## config.mk

```make
export PLATFORM = sky130hd
export DESIGN_NAME = fifo_unpack_tx
export DESIGN_NICKNAME = d
export VERILOG_FILES = /design/src/rtl/fifo_unpack_tx.sv
export SDC_FILE = /design/constraint.sdc
export NUM_CORES = 1
export LEC_CHECK = 0
export ABC_AREA = 1
export BUFFER_PORTS_ARGS = -buffer_cell sky130_fd_sc_hd__buf_2
export CORE_ASPECT_RATIO = 1.25
export CORE_MARGIN = 4
export CORE_UTILIZATION = 30
export DETAILED_ROUTE_END_ITERATION = 10
export GPL_ROUTABILITY_DRIVEN = 0
export SYNTH_ARGS = -nofsm -noshare
export SYNTH_HDL_FRONTEND = slang
export SYNTH_SLANG_ARGS = --single-unit
```

## constraint.sdc

```tcl
create_clock -name clk -period 14.5 [get_ports clk]
set_input_delay 2.175 -clock clk [delete_from_list [all_inputs] [get_ports clk]]
set_output_delay 2.175 -clock clk [all_outputs]
set_load 0.005 [all_outputs]
```

## src/rtl/fifo_unpack_tx.sv

```systemverilog
// Transmit-side width down-converter: buffers wide result words and serializes
// them into OUT_WIDTH slices for the UART transmitter.
module fifo_unpack_tx #(
    parameter int IN_WIDTH    = 256,
    parameter int OUT_WIDTH   = 8,
    parameter int DEPTH_WORDS = 2,
    parameter int LSB_FIRST   = 1
) (
    input  logic                         clk,
    input  logic                         rst,
    input  logic                         flush,
    input  logic                         in_vld,
    output logic                         in_rdy,
    input  logic [IN_WIDTH-1:0]          in_data,
    output logic                         out_vld,
    input  logic                         out_rdy,
    output logic [OUT_WIDTH-1:0]         out_data,
    output logic [$clog2(DEPTH_WORDS):0] word_cnt,
    output logic                         busy
);
    localparam int RATIO = IN_WIDTH / OUT_WIDTH;
    localparam int IDX_W = (RATIO > 1) ? $clog2(RATIO) : 1;
    localparam int PTR_W = $clog2(DEPTH_WORDS);
    localparam int CNT_W = PTR_W + 1;
    localparam logic [IDX_W-1:0] LAST_IDX  = IDX_W'(RATIO - 1);
    localparam logic [CNT_W-1:0] DEPTH_CNT = CNT_W'(DEPTH_WORDS);

    localparam logic [0:0] IDLE = 1'b0;
    localparam logic [0:0] SEND = 1'b1;

    if (IN_WIDTH % OUT_WIDTH != 0) begin : g_width_check
        $error("IN_WIDTH must be an integer multiple of OUT_WIDTH");
    end

    logic [IN_WIDTH-1:0]  mem [DEPTH_WORDS];
    logic [PTR_W-1:0]     wr_ptr;
    logic [PTR_W-1:0]     rd_ptr;
    logic [IN_WIDTH-1:0]  shift_reg;
    logic [IDX_W-1:0]     byte_idx;
    logic [0:0]           state;
    logic                 rdy_en;
    logic                 wr_en;
    logic                 pop;
    logic                 last_accept;

    function automatic logic [OUT_WIDTH-1:0] head_slice(input logic [IN_WIDTH-1:0] w);
        if (LSB_FIRST != 0)
            return w[OUT_WIDTH-1:0];
        return w[IN_WIDTH-1 -: OUT_WIDTH];
    endfunction

    function automatic logic [IN_WIDTH-1:0] drop_slice(input logic [IN_WIDTH-1:0] w);
        if (LSB_FIRST != 0)
            return w >> OUT_WIDTH;
        return w << OUT_WIDTH;
    endfunction

    // rdy_en keeps in_rdy low during reset and until the first clock after release
    assign in_rdy      = rdy_en && (word_cnt < DEPTH_CNT) && !flush;
    assign wr_en       = in_vld && in_rdy;
    assign last_accept = (state == SEND) && out_rdy && (byte_idx == LAST_IDX);
    assign pop         = !flush && (word_cnt != '0) && ((state == IDLE) || last_accept);
    assign out_vld     = (state == SEND);
    assign busy        = (word_cnt != '0) || (state == SEND);

    always_ff @(posedge clk) begin
        if (wr_en)
            mem[wr_ptr] <= in_data;
    end

    // Loading on the last accepted byte keeps back-to-back words gap-free
    always_ff @(posedge clk or posedge rst) begin
        if (rst) begin
            rdy_en    <= 1'b0;
            wr_ptr    <= '0;
            rd_ptr    <= '0;
            word_cnt  <= '0;
            state     <= IDLE;
            byte_idx  <= '0;
            out_data  <= '0;
            shift_reg <= '0;
        end else begin
            rdy_en <= 1'b1;
            if (flush) begin
                wr_ptr    <= '0;
                rd_ptr    <= '0;
                word_cnt  <= '0;
                state     <= IDLE;
                byte_idx  <= '0;
                out_data  <= '0;
                shift_reg <= '0;
            end else begin
                if (wr_en)
                    wr_ptr <= wr_ptr + 1'b1;
                if (pop)
                    rd_ptr <= rd_ptr + 1'b1;
                case ({wr_en, pop})
                    2'b10:   word_cnt <= word_cnt + 1'b1;
                    2'b01:   word_cnt <= word_cnt - 1'b1;
                    default: ;
                endcase
                if (pop) begin
                    state     <= SEND;
                    byte_idx  <= '0;
                    out_data  <= head_slice(mem[rd_ptr]);
                    shift_reg <= drop_slice(mem[rd_ptr]);
                end else if (state == SEND && out_rdy) begin
                    if (byte_idx == LAST_IDX) begin
                        state <= IDLE;
                    end else begin
                        byte_idx  <= byte_idx + 1'b1;
                        out_data  <= head_slice(shift_reg);
                        shift_reg <= drop_slice(shift_reg);
                    end
                end
            end
        end
    end

    a_no_write_when_full: assert property (@(posedge clk) disable iff (rst)
        !(wr_en && (word_cnt == DEPTH_CNT)));

    a_stable_when_stalled: assert property (@(posedge clk) disable iff (rst || flush)
        (out_vld && !out_rdy) |=> (out_vld && $stable(out_data)));

endmodule
```

Word-level counts from Yosys, hierarchy flattened --
Memories as Yosys holds them, arrays and structs flattened. Index checks and enable logic that the tools add are counted.
Word-level totals: register bits 275, bits in writable memories 512, word-level logic and storage cells 72, memories 1
Memories:
- mem | depth 2, bits a word 256, read ports 1, clocked after Yosys merged registers in 0, write ports 1, line 35 | logic [IN_WIDTH-1:0] mem [DEPTH_WORDS];
Operators by class: add/subtract/negate cells 5, order comparisons 1, equality and inequality tests 4, mux-type cells 34, bitwise gates (word level) 1, reductions and logical operators 18
Operators by type and width (number):
- 256-bit 2-to-1 mux | 6
- 8-bit 2-to-1 mux | 6
- 5-bit 2-to-1 mux | 4
- 1-bit 2-to-1 mux | 16
- 3-bit nonzero test | 3
- 1-bit logical AND | 7
- 2-bit nonzero test | 3
- 5-bit by 1-bit adder with 5-bit output, second input constant | 1
- 5-bit == test, second input constant | 1
- 2-bit one-hot mux with 2 select lines | 1
- 2-bit AND reduction | 2
- 3-bit inequality test, second input constant | 1
- 1-bit adder, second input constant | 2
- 2-bit by 1-bit adder with 2-bit output, second input constant | 1
- 2-bit by 1-bit == test with 1-bit output, second input constant | 1
- 2-bit == test, second input constant | 1
- 1-bit logical OR | 2
- 2-bit < comparator, second input constant | 1
- 2-bit 2-to-1 mux | 1
- 2-bit by 1-bit subtractor with 2-bit output, second input constant | 1
- 1-bit logical NOT | 1
- 1-bit NOT | 1

Longest topological paths before layout --
Gate-level depths: netlist (run 1).
word-level depth 11, depth in mapped cells 15, mapped depth without buffers 13

Worst setup path after synthesis (run 1) --
No wires, ideal clock.
path type input -> register, start point in flush, end point reg wr_ptr, setup time 0.148 ns, arrival time 13.990 ns, required time 14.352 ns, path slack 0.362 ns, stages 4, path through nor2_1 nand3_1 nor2_1 o21bai_1
Between the ends: longest elaborated chain between the ends 4, elaborated cells on any way between the ends 5
Ends and longest elaborated chain:
- start: declaration | line 11 | input logic flush,
- 1-bit logical NOT | line 59 | assign in_rdy = rdy_en && (word_cnt < DEPTH_CNT) && !flush;
- 1-bit logical AND | line 59
- 1-bit logical AND | line 60 | assign wr_en = in_vld && in_rdy;
- 2-bit nonzero test (no line)
- end signal: assignment | line 94 | wr_ptr <= wr_ptr + 1'b1;
- end: declaration | line 36 | logic [PTR_W-1:0] wr_ptr;
Several ways; a longest one is shown, not always the timed one. A chain may end at the register's enable or synchronous reset.

Worst setup path in the final report (run 1) --
start point in flush, end point reg shift_reg[165]
Between the ends: longest elaborated chain between the ends 5, elaborated cells on any way between the ends 8
Ends and longest elaborated chain:
- 1-bit logical NOT | line 62 | assign pop = !flush && (word_cnt != '0) && ((state == IDLE) || last_accept);
- 1-bit logical AND (2 in series) | line 62
- 3-bit inequality test (no line) (tied with other cells)
- 2-bit AND reduction (no line) or 256-bit 2-to-1 mux (tied branches)
- end signal: assignment | line 106 | shift_reg <= drop_slice(mem[rd_ptr]);
- end signal: assignment | line 113 | shift_reg <= drop_slice(shift_reg);
- end: declaration | line 38 | logic [IN_WIDTH-1:0] shift_reg;
Several ways; a longest one is shown, not always the timed one.

==> results of run 1 <==
-- where the power goes --
group	total, uW	switching (uW)	leakage [uW]	internal [uW]
Clock	2120	905	0.00134	1220
Combinational	1310	936	0.00753	374
Sequential	2890	191	0.00825	2700
-- synth_stat cells --
library cell     n
o21bai_1         1
nor2_1          37
a21oi_1          4
o21ai_0        326
dfrtp_1        267
o21ai_1          1
o22ai_1          8
nor2_4           2
ha_1             2
nand2_2          2
inv_1          303
nand2_4          1
xor2_1           1
edfxtp_1       512
nand3b_1         1
nand3_1          8
inv_2            3
buf_2           92
clkbuf_2         1
conb_1           1
nor2_2           2
buf_1            4
buf_4            4
clkbuf_1        65
nand2_1       1603
-- cell families after synthesis --
logic type	after synthesis	share of synthesized area
other	1	0.000117
AO/OA/AOI/OAI	340	0.0536
XOR/XNOR	1	0.000274
buffers and inverters	472	0.0595
flip-flops	779	0.690
adder cells (fa/ha/maj)	2	0.000783
AND/OR/NAND/NOR	1656	0.196
-- per-layer routing --
| metal | part of all wire | vias up |
|---|---|---|
| met5 | 0 | - |
| met1 | 0.43 | 10100 |
| li1 | - | 10700 |
| met3 | 0.055 | 114 |
| met4 | 0.024 | 0 |
| met2 | 0.49 | 488 |
-- worst paths after layout --
kind,cells past startpoint,end,start
max,10,shift_reg[165],flush
min,1,byte_idx[3],byte_idx[3]
max reg2reg,14,shift_reg[165],byte_idx[0]
min reg2reg,1,byte_idx[3],byte_idx[3]
max in group asynchronous,4,shift_reg[6],rst
min in group asynchronous,2,shift_reg[94],rst
-- cells in the final DEF (no fill, tap or decap), types with 11 or more instances in the layout --
cell type and n:
buf_2 273, clkinv_1 14, clkbuf_16 85, dfrtp_1 266, inv_1 301, o21ai_0 326
nor2_1 35, clkinv_2 15, nand2_1 1603, clkbuf_1 19, buf_4 22, diode_2 11
edfxtp_1 512
-- layout make-up --
cell class              count  area (um2)  area share
multi-input cells        2000        8060       0.215
inverters                 306        1170      0.0312
well taps                1417        1770      0.0474
diodes                     11        27.5    0.000736
clock inverters            48         489      0.0131
clock buffers             108        2250      0.0603
repair buffers            297        1570      0.0420
flip-flops and latches    779       22100       0.590
-- stage by stage --
| step | setup slack (ns) | power [uW] | area [um2] | hold WS (ns) | util |
|---|---|---|---|---|---|
| after floorplan | 0.362 | 3860 | 32000 | 0.433 | - |
| after global placement | 8.75 | 4250 | 34600 | 0.452 | 0.328 |
| after detailed placement | 8.66 | 4270 | 34600 | 0.455 | 0.328 |
| after CTS | 9.41 | 6440 | 37400 | 0.468 | 0.354 |
| after global routing | 9.13 | 6740 | 37400 | 0.492 | 0.354 |
| final | 9.43 | 6320 | 37400 | 0.466 | 0.354 |
==> flow_summary.ini, run 1 <==
[critical_path]
max_stage_delay_ns = 0.89
cp.required_ns = 15.10
path_cells = buf_2, nor2_2, nand2_8, inv_8, buf_4, buf_4, nand2_1, o21ai_0, o21ai_0, inv_1
crit_path_end_kind = flop
critPathKind = input pin to flop
critPathSlowestCell = buf_4
reg2reg_slack_ns = 10.07
critPathTopFamily = buffers and inverters
critical_path_arrival_ns = 5.67
worstPathMaxFanout = 115
path_buf_inv = 5
critPathLaunchType = input pin

[global_route]
gr-total-overflow = 0
grt_max_degree = 145
antenna_found_initial = 13
grt_pass1_wl_um = 124000
grt_use_met2 = 0.238
grt-busiest-layer = met2
grt_use_total = 0.141
grt_use_met3 = 0.0301
grt_pass1_vias = 21300
grtUsageMet1 = 0.181

[routing]
viasPerCell = 4.33
firstDrtPassIters = 5
drc = 0
num_vias = 21500
wirelength_um = 79200
avgRoutedWirePerCell_um = 16.0
drt_iter0_markers = 1478
drtAntennaViolNets = 0

[placement]
dp_cells = 4799
hpwl_um = 48200
port_buffers = 273

[clocking]
post-cts-setup-buffers = 0
cts_buffers = 83
clock-sinks = 779
clk_pin_slew_ns = 0.06
clock_latency_ns = 0.68
cts-resized-gates = 0
cts_buffer_depth = 3
cts_root_buffer = clkbuf_16
htree_levels = 3
ctsHoldBuffers = 0
cts_tree = yes

[floorplan]
die_w_um = 300
dieArea_um2 = 112000
coreArea_um2 = 106000
rows = 133
io-pin-count = 274
start_util = 0.303
die_h_um = 373

[power_and_ir_drop]
p_leak_uw = 0.0171
p_per_area_nw_per_um2 = 169
peakVddDrop_uv = 145

[hold_path]
min_path_type = flop to flop

[layout]
largest_register_ffs = 512
final_nets = 3730
drive_gt1_frac = 0.123
stdcell_count = 4966
fill_cells = 10600
syn_to_final_growth_pct = 17.0

[sta]
post-route-period-util = 0.349
min_period_ns = 5.07
max_freq_ghz = 0.197
tightest_slew_ns = 1.23
maxSlewHeadroom = 0.180
finalHoldViolCount = 0
rsz0062_at_grt = false
maxSlewViolCount = 0
fin_skew_ns = 0.0319
setup_viol = 0
tns_ns = 0

[yosys]
synth.cell_area_um2 = 32000
synth_seq_area_share = 0.690
synth-seq-cells = 779
synthTopCellsByArea = edfxtp_1, dfrtp_1, nand2_1, o21ai_0, inv_1
synth-warning-count = 0
synth_cell_types = 25
synth_top_area_cell = edfxtp_1
synth_top_area_share = 0.481
postSynthAreaPerCell_um2 = 9.83
syn_nets = 3514
syn_inst = 3251

[job]
cap_violations = 0

[status]
run_status = finished, final reports clean
No activity file was read; power rests on OpenSTA's default activity.
==> run 2, diff against run 1 <==
==> constraint.sdc (replaced) <==
create_clock -name clk -period 4.1 [get_ports clk]
set_input_delay 0.615 -clock clk [delete_from_list [all_inputs] [get_ports clk]]
set_output_delay 0.615 -clock clk [all_outputs]
set_load 0.005 [all_outputs]
==> run 2 against run 1 <==
Utilization up 0.21 points. Clock skew up 0.0063 ns. Sequential share of layout area down 0.35 points. Setup slack worse by 7.9 ns. Via count about the same. Critical endpoint is now shift_reg[0]. Largest cell class unchanged. Largest power group unchanged.
==> flow_summary.ini, run 2 (synthesized netlist as in run 1, its figures left out) <==
[sta]
max_freq_ghz = 0.385
fin_skew_ns = 0.0382
tightest_slew_ns = 0.974
setup_viol = 0
maxSlewHeadroom = 0.351
min_period_ns = 2.59
maxSlewViolCount = 0
rsz0062_at_grt = false
finalHoldViolCount = 0
post-route-period-util = 0.633
tns_ns = 0

[layout]
final_nets = 3746
fill_cells = 10700
largest_register_ffs = 512
layout_common_cells = nand2_1, edfxtp_1, o21ai_0
syn_to_final_growth_pct = 17.7
drive_gt1_frac = 0.128
fin_area_um2 = 37600
finish.utilization = 0.357
final_common_cell = nand2_1
stdcell_count = 4975

[critical_path]
critical_path_arrival_ns = 3.16
crit_path_end_kind = flop
worstPathMaxFanout = 68
critPathKind = flop to flop
rr_startpoint = byte_idx[0]
reg2reg_slack_ns = 1.51
cp.required_ns = 4.67
reg2reg_to = shift_reg[0]
rr_worst_depth = 12
critPathLaunchType = flop

[placement]
dpl_cell_area_um2 = 34900
dp_cells = 4814
hpwl_um = 50100
port_buffers = 273

[global_route]
grt_use_met2 = 0.236
grt_use_met3 = 0.0302
grtUsageMet1 = 0.179
grt_max_degree = 141
antenna_found_initial = 11
gr-total-overflow = 0
grt_pass1_wl_um = 122000
grt_use_total = 0.140
grt-busiest-layer = met2
grt_pass1_vias = 21200

[power_and_ir_drop]
p_per_area_nw_per_um2 = 595
peakVddDrop_uv = 346
power_uw = 22400
p_leak_uw = 0.0172

[routing]
drc = 0
wirelength_um = 79400
viasPerCell = 4.32
num_vias = 21500
avgRoutedWirePerCell_um = 16.0
drtAntennaViolNets = 0
drt_iter0_markers = 1349
firstDrtPassIters = 5

[clocking]
clock_latency_ns = 0.66
cts_buffer_depth = 3
cts_buffers = 84
clock-sinks = 779
htree_levels = 3
post-cts-setup-buffers = 0
clk_pin_slew_ns = 0.06
cts_tree = yes
cts_root_buffer = clkbuf_16
cts-resized-gates = 0
ctsHoldBuffers = 0

[hold_path]
min_path_type = input pin to async pin

[floorplan]
dieArea_um2 = 112000
start_util = 0.303
rows = 133
coreArea_um2 = 106000
die_w_um = 300
io-pin-count = 274
die_h_um = 373

[status]
run_status = finished, final reports clean

[job]
cap_violations = 0
==> run 2: cell types whose count changed in the layout (fill, tap and decap cells not counted), sizes merged <==
cell      before  now
diode         11    6
buf          297  312
clkbuf       108  110
bufinv         6    4
clkinv        38   29
inv          308  311
clkinvlp       2    7
==> run 2: how the worst max path moves through the flow <==
stage / start / end
6_report: byte_idx[0] / shift_reg[0]
4_1_cts: byte_idx[0] / shift_reg[0]
5_1_grt: byte_idx[0] / shift_reg[202]
3_5_place_dp: byte_idx[0] / shift_reg[202]
2_1_floorplan: flush / mem[0][0]
3_3_place_gp: flush / mem[1][204]
==> run 2: where the power goes <==
part | switching (uW) | total, uW | internal [uW]
Clock | 3180 | 7360 | 4180
Sequential | 698 | 10200 | 9530
Combinational | 3370 | 4800 | 1430
==> run 2: final cells by class <==
| cell class | instances | area, um2 | area share |
|---|---|---|---|
| inverters | 306 | 1160 | 0.0309 |
| clock inverters | 45 | 402 | 0.0107 |
| diodes | 6 | 15.0 | 0.000399 |
| multi-input cells | 2000 | 8080 | 0.215 |
| repair buffers | 312 | 1870 | 0.0498 |
| clock buffers | 110 | 2260 | 0.0601 |
| flip-flops and latches | 779 | 22100 | 0.586 |
| well taps | 1417 | 1770 | 0.0471 |
==> run 2: critical path: stages, from the launching register on <==
cell and delay [ns]:
dfrtp_1 0.40, ha_1 0.22, inv_1 0.06, nor2_1 0.04, ha_1 0.19, nand2_1 0.07, nand2_1 0.14, nand2_8 0.15
buf_4 0.59, nand2_1 0.23, nand2_1 0.14, nand2_1 0.07, nand2_1 0.08
==> run 2: routing by layer <==
metal	part of all wire	vias up	routed length (um)
met5	0.00064	-	51
met4	0.024	8	1930
met3	0.062	110	4920
met2	0.49	463	38500
met1	0.43	10100	34000
li1	-	10800	-
==> run 2: per-stage QoR <==
step                setup WS [ns]  hold WS, ns
CTS                          1.47       0.0709
global placement             1.52        0.461
global route                 1.25       0.0949
floorplan                   -1.00        0.433
detailed placement           1.50        0.465
finish                       1.51        0.124
